### src/rtl/alu_seq_unit.sv
// alu_seq_unit
//   Registered accumulator ALU for the basic computer. Executes the classic
//   accumulator micro-operations plus SUB and a multi-cycle shift-add unsigned
//   MUL, under a start/done handshake.
//
// Ports
//   clk       rising-edge clock
//   rst_n     asynchronous active-low reset
//   start     request, accepted only while the unit is idle
//   alu_code  operation select (sampled at accept)
//   ac_in     accumulator operand (sampled at accept)
//   dr_in     data-register operand (sampled at accept)
//   e_in      current E flag (sampled at accept)
//   inpr_in   input-register character (sampled at accept)
//   busy      multi-cycle multiply in progress
//   done      one-cycle pulse: result / e_out / write enables valid
//   result    registered result, holds between operations
//   e_out     registered new E value
//   ac_we     AC write enable (only with done)
//   e_we      E write enable (only with done)
module alu_seq_unit #(
  parameter int WIDTH = 16,
  parameter int INW   = 8
) (
  input  logic             clk,
  input  logic             rst_n,
  input  logic             start,
  input  logic [3:0]       alu_code,
  input  logic [WIDTH-1:0] ac_in,
  input  logic [WIDTH-1:0] dr_in,
  input  logic             e_in,
  input  logic [INW-1:0]   inpr_in,
  output logic             busy,
  output logic             done,
  output logic [WIDTH-1:0] result,
  output logic             e_out,
  output logic             ac_we,
  output logic             e_we
);

  localparam int CW = $clog2(WIDTH + 1);

  localparam logic [3:0] OP_AND = 4'b0001;
  localparam logic [3:0] OP_ADD = 4'b0010;
  localparam logic [3:0] OP_LDA = 4'b0011;
  localparam logic [3:0] OP_SUB = 4'b0100;
  localparam logic [3:0] OP_MUL = 4'b0101;
  localparam logic [3:0] OP_CMA = 4'b1001;
  localparam logic [3:0] OP_CME = 4'b1010;
  localparam logic [3:0] OP_CIR = 4'b1011;
  localparam logic [3:0] OP_CIL = 4'b1100;
  localparam logic [3:0] OP_INP = 4'b1101;

  typedef enum logic [1:0] {
    IDLE = 2'd0,
    EXEC = 2'd1,
    MULT = 2'd2
  } state_t;

  state_t             state_reg;
  logic [3:0]         code_reg;
  logic [WIDTH-1:0]   a_reg;
  logic [WIDTH-1:0]   d_reg;
  logic               e_reg;
  logic [INW-1:0]     inpr_reg;
  logic [2*WIDTH-1:0] prod_reg;
  logic [CW-1:0]      count_reg;

  logic               busy_reg;
  logic               done_reg;
  logic [WIDTH-1:0]   result_reg;
  logic               e_out_reg;
  logic               ac_we_reg;
  logic               e_we_reg;

  // Single-cycle datapath, evaluated from the operands latched at accept.
  logic [WIDTH:0]     sum_w;
  logic [WIDTH:0]     diff_w;
  logic [WIDTH-1:0]   exec_r;
  logic               exec_e;
  logic               exec_acwe;
  logic               exec_ewe;

  assign sum_w  = {1'b0, a_reg} + {1'b0, d_reg};
  // Carry out of A + ~D + 1 is the "no borrow" flag.
  assign diff_w = {1'b0, a_reg} + {1'b0, ~d_reg} + {{WIDTH{1'b0}}, 1'b1};

  always_comb begin
    exec_r    = result_reg;
    exec_e    = e_out_reg;
    exec_acwe = 1'b0;
    exec_ewe  = 1'b0;
    case (code_reg)
      OP_AND: begin
        exec_r    = a_reg & d_reg;
        exec_acwe = 1'b1;
      end
      OP_ADD: begin
        exec_r    = sum_w[WIDTH-1:0];
        exec_e    = sum_w[WIDTH];
        exec_acwe = 1'b1;
        exec_ewe  = 1'b1;
      end
      OP_LDA: begin
        exec_r    = d_reg;
        exec_acwe = 1'b1;
      end
      OP_SUB: begin
        exec_r    = diff_w[WIDTH-1:0];
        exec_e    = diff_w[WIDTH];
        exec_acwe = 1'b1;
        exec_ewe  = 1'b1;
      end
      OP_CMA: begin
        exec_r    = ~a_reg;
        exec_acwe = 1'b1;
      end
      OP_CME: begin
        exec_e    = ~e_reg;
        exec_ewe  = 1'b1;
      end
      OP_CIR: begin
        exec_r    = {e_reg, a_reg[WIDTH-1:1]};
        exec_e    = a_reg[0];
        exec_acwe = 1'b1;
        exec_ewe  = 1'b1;
      end
      OP_CIL: begin
        exec_r    = {a_reg[WIDTH-2:0], e_reg};
        exec_e    = a_reg[WIDTH-1];
        exec_acwe = 1'b1;
        exec_ewe  = 1'b1;
      end
      OP_INP: begin
        exec_r    = {a_reg[WIDTH-1:INW], inpr_reg};
        exec_acwe = 1'b1;
      end
      default: begin
        // Undefined codes (and MUL, which never reaches EXEC): no writes.
      end
    endcase
  end

  // Shift-add step. The low half of prod_reg starts as the multiplier and is
  // consumed LSB first while the partial product grows in from the top.
  logic [WIDTH:0]     mul_sum;
  logic [2*WIDTH-1:0] prod_next;

  assign mul_sum   = {1'b0, prod_reg[2*WIDTH-1:WIDTH]}
                   + (prod_reg[0] ? {1'b0, a_reg} : {(WIDTH+1){1'b0}});
  assign prod_next = {mul_sum, prod_reg[WIDTH-1:1]};

  always_ff @(posedge clk or negedge rst_n) begin
    if (!rst_n) begin
      state_reg  <= IDLE;
      code_reg   <= '0;
      a_reg      <= '0;
      d_reg      <= '0;
      e_reg      <= 1'b0;
      inpr_reg   <= '0;
      prod_reg   <= '0;
      count_reg  <= '0;
      busy_reg   <= 1'b0;
      done_reg   <= 1'b0;
      result_reg <= '0;
      e_out_reg  <= 1'b0;
      ac_we_reg  <= 1'b0;
      e_we_reg   <= 1'b0;
    end else begin
      done_reg  <= 1'b0;
      ac_we_reg <= 1'b0;
      e_we_reg  <= 1'b0;
      case (state_reg)
        IDLE: begin
          if (start) begin
            code_reg  <= alu_code;
            a_reg     <= ac_in;
            d_reg     <= dr_in;
            e_reg     <= e_in;
            inpr_reg  <= inpr_in;
            prod_reg  <= {{WIDTH{1'b0}}, dr_in};
            count_reg <= CW'(WIDTH);
            state_reg <= (alu_code == OP_MUL) ? MULT : EXEC;
          end
        end
        EXEC: begin
          done_reg  <= 1'b1;
          ac_we_reg <= exec_acwe;
          e_we_reg  <= exec_ewe;
          if (exec_acwe) result_reg <= exec_r;
          if (exec_ewe)  e_out_reg  <= exec_e;
          state_reg <= IDLE;
        end
        MULT: begin
          if (count_reg != '0) begin
            // busy rises on the first step edge and stays for WIDTH cycles.
            prod_reg  <= prod_next;
            count_reg <= count_reg - 1'b1;
            busy_reg  <= 1'b1;
          end else begin
            busy_reg   <= 1'b0;
            done_reg   <= 1'b1;
            ac_we_reg  <= 1'b1;
            e_we_reg   <= 1'b1;
            result_reg <= prod_reg[WIDTH-1:0];
            e_out_reg  <= |prod_reg[2*WIDTH-1:WIDTH];
            state_reg  <= IDLE;
          end
        end
        default: state_reg <= IDLE;
      endcase
    end
  end

  assign busy   = busy_reg;
  assign done   = done_reg;
  assign result = result_reg;
  assign e_out  = e_out_reg;
  assign ac_we  = ac_we_reg;
  assign e_we   = e_we_reg;

endmodule

### config.mk
export PLATFORM = sky130hd
export DESIGN_NAME = alu_seq_unit
export DESIGN_NICKNAME = d
export VERILOG_FILES = /design/src/rtl/alu_seq_unit.sv
export SDC_FILE = /design/constraint.sdc
export NUM_CORES = 1
export LEC_CHECK = 0
export CAP_MARGIN = 20
export CORE_ASPECT_RATIO = 2
export CORE_MARGIN = 4
export CORE_UTILIZATION = 50
export DETAILED_ROUTE_END_ITERATION = 10
export GPL_TIMING_DRIVEN = 0
export HOLD_SLACK_MARGIN = 0.15
export PLACE_DENSITY_LB_ADDON = 0.15
export SYNTH_ARGS = -nofsm -noshare
export SYNTH_HDL_FRONTEND = slang
export SYNTH_SLANG_ARGS = --single-unit
### constraint.sdc
create_clock -name clk -period 6.5 [get_ports clk]
set_input_delay 1.3 -clock clk [delete_from_list [all_inputs] [get_ports clk]]
set_output_delay 1.3 -clock clk [all_outputs]
set_load 0.005 [all_outputs]
# Yosys cells after proc, flatten, opt, wreduce, memory -nomap -nowiden
# Index checks and enable logic that the tools add are counted.
[word_totals]
regBits = 105
input_bits = 48
out_inout_bits = 21
elab_cells = 80
[op_classes]
add_sub_neg = 5
eq_ne = 19
n_mux = 26
bitwise = 4
reduce_logical = 12
[ops]
columns = ["cell", "n"]
rows = [
  ["$pmux 16 s8", 1],
  ["$mux 32", 2],
  ["$pmux 32 s2", 1],
  ["$add 16x16->17", 3],
  ["$mux 16", 3],
  ["$not 16->16", 2],
  ["$pmux 16 s2", 1],
  ["$eq 4x4->1 const B", 5],
  ["$add 17x1->17 const B", 1],
  ["$and 16x16->16", 1],
  ["$reduce_or 16->1", 1],
  ["$mux 5", 2],
  ["$ne 2x2->1 const B", 5],
  ["$pmux 5 s2", 1],
  ["$ne 9x1->1 const B", 1],
  ["$eq 4x2->1 const B", 2],
  ["$eq 4x3->1 const B", 2],
  ["$pmux 1 s2", 4],
  ["$reduce_and 4->1", 2],
  ["$reduce_or 8->1", 1],
  ["$mux 1", 6],
  ["$mux 2", 3],
  ["$ne 6x1->1 const B", 1],
  ["$pmux 1 s5", 1],
  ["other kinds (12)", 14],
]

# Longest topological paths before layout
[depth]
word_depth = 6
mapped_depth = 13
depth_no_buf = 12

# Worst setup path after synthesis
# Ideal clock, no wire load.
[synth_timing]
path_type = "register -> register"
start = "reg prod_reg[0]"
end = "reg prod_reg[30]"
setup_time_ns = 0.133
t_arrival_ns = 2.666
t_required_ns = 6.367
path_slack_ns = 3.700
stages_incl_launch_ff = 13
n_path_buf = 1
period_less_slack_ns = 2.800
cell_sequence = "dfrtp_1 -> clkbuf_1 -> nand2_1 -> inv_1 -> ha_1 -> a211o_1 -> a2111oi_2 -> o31ai_1 -> o211a_1 -> o21a_1 -> o41ai_1 -> xor2_1 -> o21ai_0"
[synth_between]
elab_chain_len = 4
[synth_rtl]
columns = ["element", "line", "source"]
rows = [
  ["from (decl)", "66", "logic [2*WIDTH-1:0] prod_reg;"],
  ["from (signal assigned)", "181", "prod_reg <= {{WIDTH{1'b0}}, dr_in};"],
  ["from (signal assigned)", "197", "prod_reg <= prod_next;"],
  ["$mux 16", "150", "+ (prod_reg[0] ? {1'b0, a_reg} : {(WIDTH+1){1'b0}});"],
  ["$add 16x16->17", "150", ""],
  ["$mux 32", "195", "if (count_reg != '0) begin"],
  ["$pmux 32 s2", "173", "case (state_reg)"],
]
# Every way passes these cells. The select of a mux whose other input is x is not followed.
# A chain may end at the register's enable or synchronous reset.

# Final worst setup path
[layout_timing]
start = "in start"
end = "reg prod_reg[14]"
[layout_between]
elab_chain_len = 2
[layout_rtl]
columns = ["element", "line", "source"]
rows = [
  ["from (decl)", "27", "input logic start,"],
  ["$ne 2x2->1 (no source line)", "-", ""],
  ["$reduce_and 3->1 (no source line)", "-", ""],
]
# Every way passes these cells.

==> results.md <==
- STA classifies the critical path endpoint as a flip-flop.
- The library cell used most frequently in the layout, excluding fill and tap cells, is nand2_1.
- The post-synthesis instance total is about 960.
- The per-cell via count in the routed design is approximately 6.2.
- The fraction of synthesized cell area taken by the top area cell type is 0.342.
- The number of DRC violations after detailed routing is 0.
- The clock tree synthesis step divided the H-tree into 3 levels.
- In this run, CTS created clock tree buffers numbering 9.
- For the final database, setup skew stands at between 0.01 and 0.015 ns.
- The area of the placeable core is 15000 sq um.
- The maximum vdd ir drop is around 0.16 mV.
- In the post-synthesis netlist, the biggest area contributors are dfrtp_1 (34%), ha_1 (8.8%), nand2_1 (8.8%).
- Along the worst path, the maximum fanout reaches 10.
- The number of library cell types mapped by synthesis is 70.
- For this run, the leading register cell type out of synthesis is dfrtp_1.
- The floorplan step defined a die boundary enclosing between 15000 and 20000 sq um.
- After clock tree synthesis, the repair step resized 0 gates.
- The relative area change from synthesis to final layout is 16.1%.
- STA puts the critical path data required time at 6.70 ns.
- Entering global routing, the biggest net connects just under 70 pins.
- The data arrival time of the critical path is just under 4 ns.
- The mean post-synth cell area is roughly 8 sq um.
- The total routing usage reported by global routing is 0.312.
- The starting density of the core is 0.513.
- The hold buffer count at CTS is 0.
- The max-slew violation count is 0.
- The worst setup path is launched from a primary input.
- Pin placement for this block handled just under 70 I/O pins.
- Setup repair after global routing left no endpoint under its margin.
- Summing all non-filler instances in the final layout gives an area of approximately 8900 sq um.
- The synthesized netlist occupies a cell area of 7690 sq um.
- After detailed routing, the average wire length per cell comes to around 22 microns.
- The number of placement rows is 63.
- The cell type of the slowest stage on the worst timing path is clkbuf_1.
- At the end of routability-driven placement, the weighted congestion stood at roughly 1.
- In the finished design, the share of the clock period the worst path needs comes to 0.575.
- The layout filler cell count is roughly 1400.
- Setup violations remaining at the end of the flow were counted as 0.
- The flow ran to the end, and the final reports show no timing, DRC or antenna violations.
- The overall power after layout is approximately 3.2 mW.
- Measured on the finished design, the core utilization comes to 0.596.
- The register with the most flip-flops in the layout has 32 of them.
- The initial detailed-routing violation count is roughly 500.
- The x dimension of the die is between 90 and 100 microns.
- The synthesized design contains 0 enable-type register cells.
- The final total negative setup slack is 0 ns.
- The antenna diode count is 0.
- The number of buffers and inverters on the critical path is 4.
- The cell chosen for the clock root is clkbuf_16.
- The fraction of layout cells with a size suffix above 1 is 0.0307.
- The via count of the first global-routing pass is 7889.
- The global route total overflow is 0.
- The hold violation total from the final report is 0.
- The global-route wire length before repair is 41.4 mm.
- Post-CTS timing repair inserted 0 buffers for setup.
- The library cells used most frequently in the layout, excluding fill and tap cells, are nand2_1 (180), o21ai_0 (106), dfrtp_1 (105).
- The number of clock sinks is 105.
- Traced cell by cell, the critical path runs through clkdlybuf4s50_1 -> inv_1 -> nor2_1 -> o21ai_1 -> clkbuf_1 -> clkbuf_1 -> o221ai_1.
- Measured against its own limit, the worst slew margin works out to 0.344.
- The total wire length after detailed routing is 26.6 mm.
- For this run, the register share of the synthesized area comes to 0.342.
- Counting along the longest clock path gives a buffer depth of 2.
- The synthesized design spends more area on one cell type than any other, namely dfrtp_1.
- For this run, the slowest stage of the critical path takes between 0.6 and 0.7 ns.
- The smallest clock period supported by the final layout is computed as 3.74 ns.
- Across the run, the number of max-cap violations was 0.
- After clock tree synthesis, the clock-pin slew on the worst setup and hold paths is 0.07 ns.
- The port buffer count is 68.
- The count of vias placed by the detailed router is about 7700.
- For the pin with the worst max-slew slack, the measured transition is a little under 1 ns.
- The tightest min-delay check is of the reg2reg type.
- For this run, the post-layout net count is about 1100.
- In this run the power density over the cells is around 350 nW/um^2.
- For the worst-skew pair, the clock arrives at the later sink with an insertion delay of 0.36 ns.
- The initial antenna violation count was 0.
- The critical path in this run is classified as in2reg.
- Based on the critical path, the design can be clocked at up to 267 MHz.
- In this design, the critical path's most frequently occurring cell is clkbuf_1.
- Synthesis inferred between 100 and 150 register bits.
- TritonCTS built the clock tree.
- Once detail routing completed, the nets flagged for antenna violations numbered 0.
- The net count of the mapped netlist is ~1100.
- The chip height is ~180 microns.
- The leakage power summed over all cells is 3.93 nW.
- The number of optimization iterations in the first detailed-route pass is 6.
- After synthesis, the share of flip-flops with an asynchronous set or reset is 1.00.
- The cell type group with the largest total delay on the critical path is buffers and inverters.
- The HPWL after detailed placement is ~21 mm.
- The placed instances occupy a cell area of approximately 8600 sq um.
- The count of synthesis-stage warnings from yosys is 0.
[layer usage]
layer | vias to the layer above | GRT usage | wire (microns)
li1 | 3593 | - | -
met1 | 3656 | 0.322 | 9400
met2 | 325 | 0.557 | 13700
met3 | 123 | 0.0382 | 1190
met4 | 0 | 0.231 | 2300
met5 | - | 0 | 0
[worst paths after layout]
check	startpoint	endpoint	slack (ns)	cells past startpoint
setup reg to reg	prod_reg[0]$_DFFE_PN0P_	prod_reg[30]$_DFFE_PN0P_	2.96	12
min in group asynchronous	rst_n	result[12]$_DFFE_PN0P_	0.90	1
hold / removal	result[7]$_DFFE_PN0P_	result[7]$_DFFE_PN0P_	0.48	2
hold reg to reg	result[7]$_DFFE_PN0P_	result[7]$_DFFE_PN0P_	0.48	2
max in group asynchronous	rst_n	inpr_reg[5]$_DFFE_PN0P_	4.88	2
setup / recovery	start	prod_reg[14]$_DFFE_PN0P_	2.76	7
[cell families (layout without fill, tap and decap cells)]
group                    after synthesis  after routing  share of synthesized area
AO/OA/AOI/OAI                        320            320                      0.271
XOR/XNOR                              15             15                     0.0171
adder cells (fa/ha/maj)               57             57                     0.0957
buffers and inverters                 97            182                     0.0492
flip-flops                           105            105                      0.342
multiplexers                          15             15                     0.0195
AND/OR/NAND/NOR                      348            348                      0.206
[synth_stat cells (all sizes together) (11+ instances only)]
cell type,count
a221o,13
clkbuf,39
a21oi,68
nand2,180
buf,12
mux2i,15
o221ai,12
o22ai,11
a221oi,11
inv,45
nor3,14
and2,23
nand2b,19
o21ai,107
nor2b,15
dfrtp,105
nor2,61
ha,54
[metrics by stage]
step,hold WS [ns],std cells,worst slack (ns)
global placement,0.460,1220,0.133
finish,0.478,1237,2.76
detailed placement,0.463,1221,2.50
CTS,0.483,1237,2.88
global route,0.509,1237,2.69
floorplan,0.446,957,3.70
[cell type report]
type / instances / area [sq um] / share of cell area
multi-input combinational: 755 / 4680 / 0.524
sequential: 105 / 2630 / 0.294
timing repair buffer: 69 / 706 / 0.0790
tap: 195 / 244 / 0.0273
clock buffer: 10 / 229 / 0.0256
buffer: 51 / 205 / 0.0230
inverter: 46 / 173 / 0.0193
clock inverter: 6 / 61.3 / 0.00687
[worst reg2reg max path: cells and delay by family (launching register included)]
kind / cells / cell delay (ns)
AOI/OAI and AO/OA: 7 / 1.70
DFF: 1 / 0.59
buffers and inverters: 2 / 0.50
adders and majority gates: 1 / 0.23
xor gates and xnor gates: 1 / 0.21
and+or+nand+nor: 1 / 0.16
[power by group]
group / switching, mW / internal, mW / leakage (nW)
sequential: 0.199 / 0.817 / 1.33
clock: 0.279 / 0.270 / 0.138
combinational: 0.951 / 0.647 / 2.46
No activity file was read; power rests on OpenSTA's default activity.
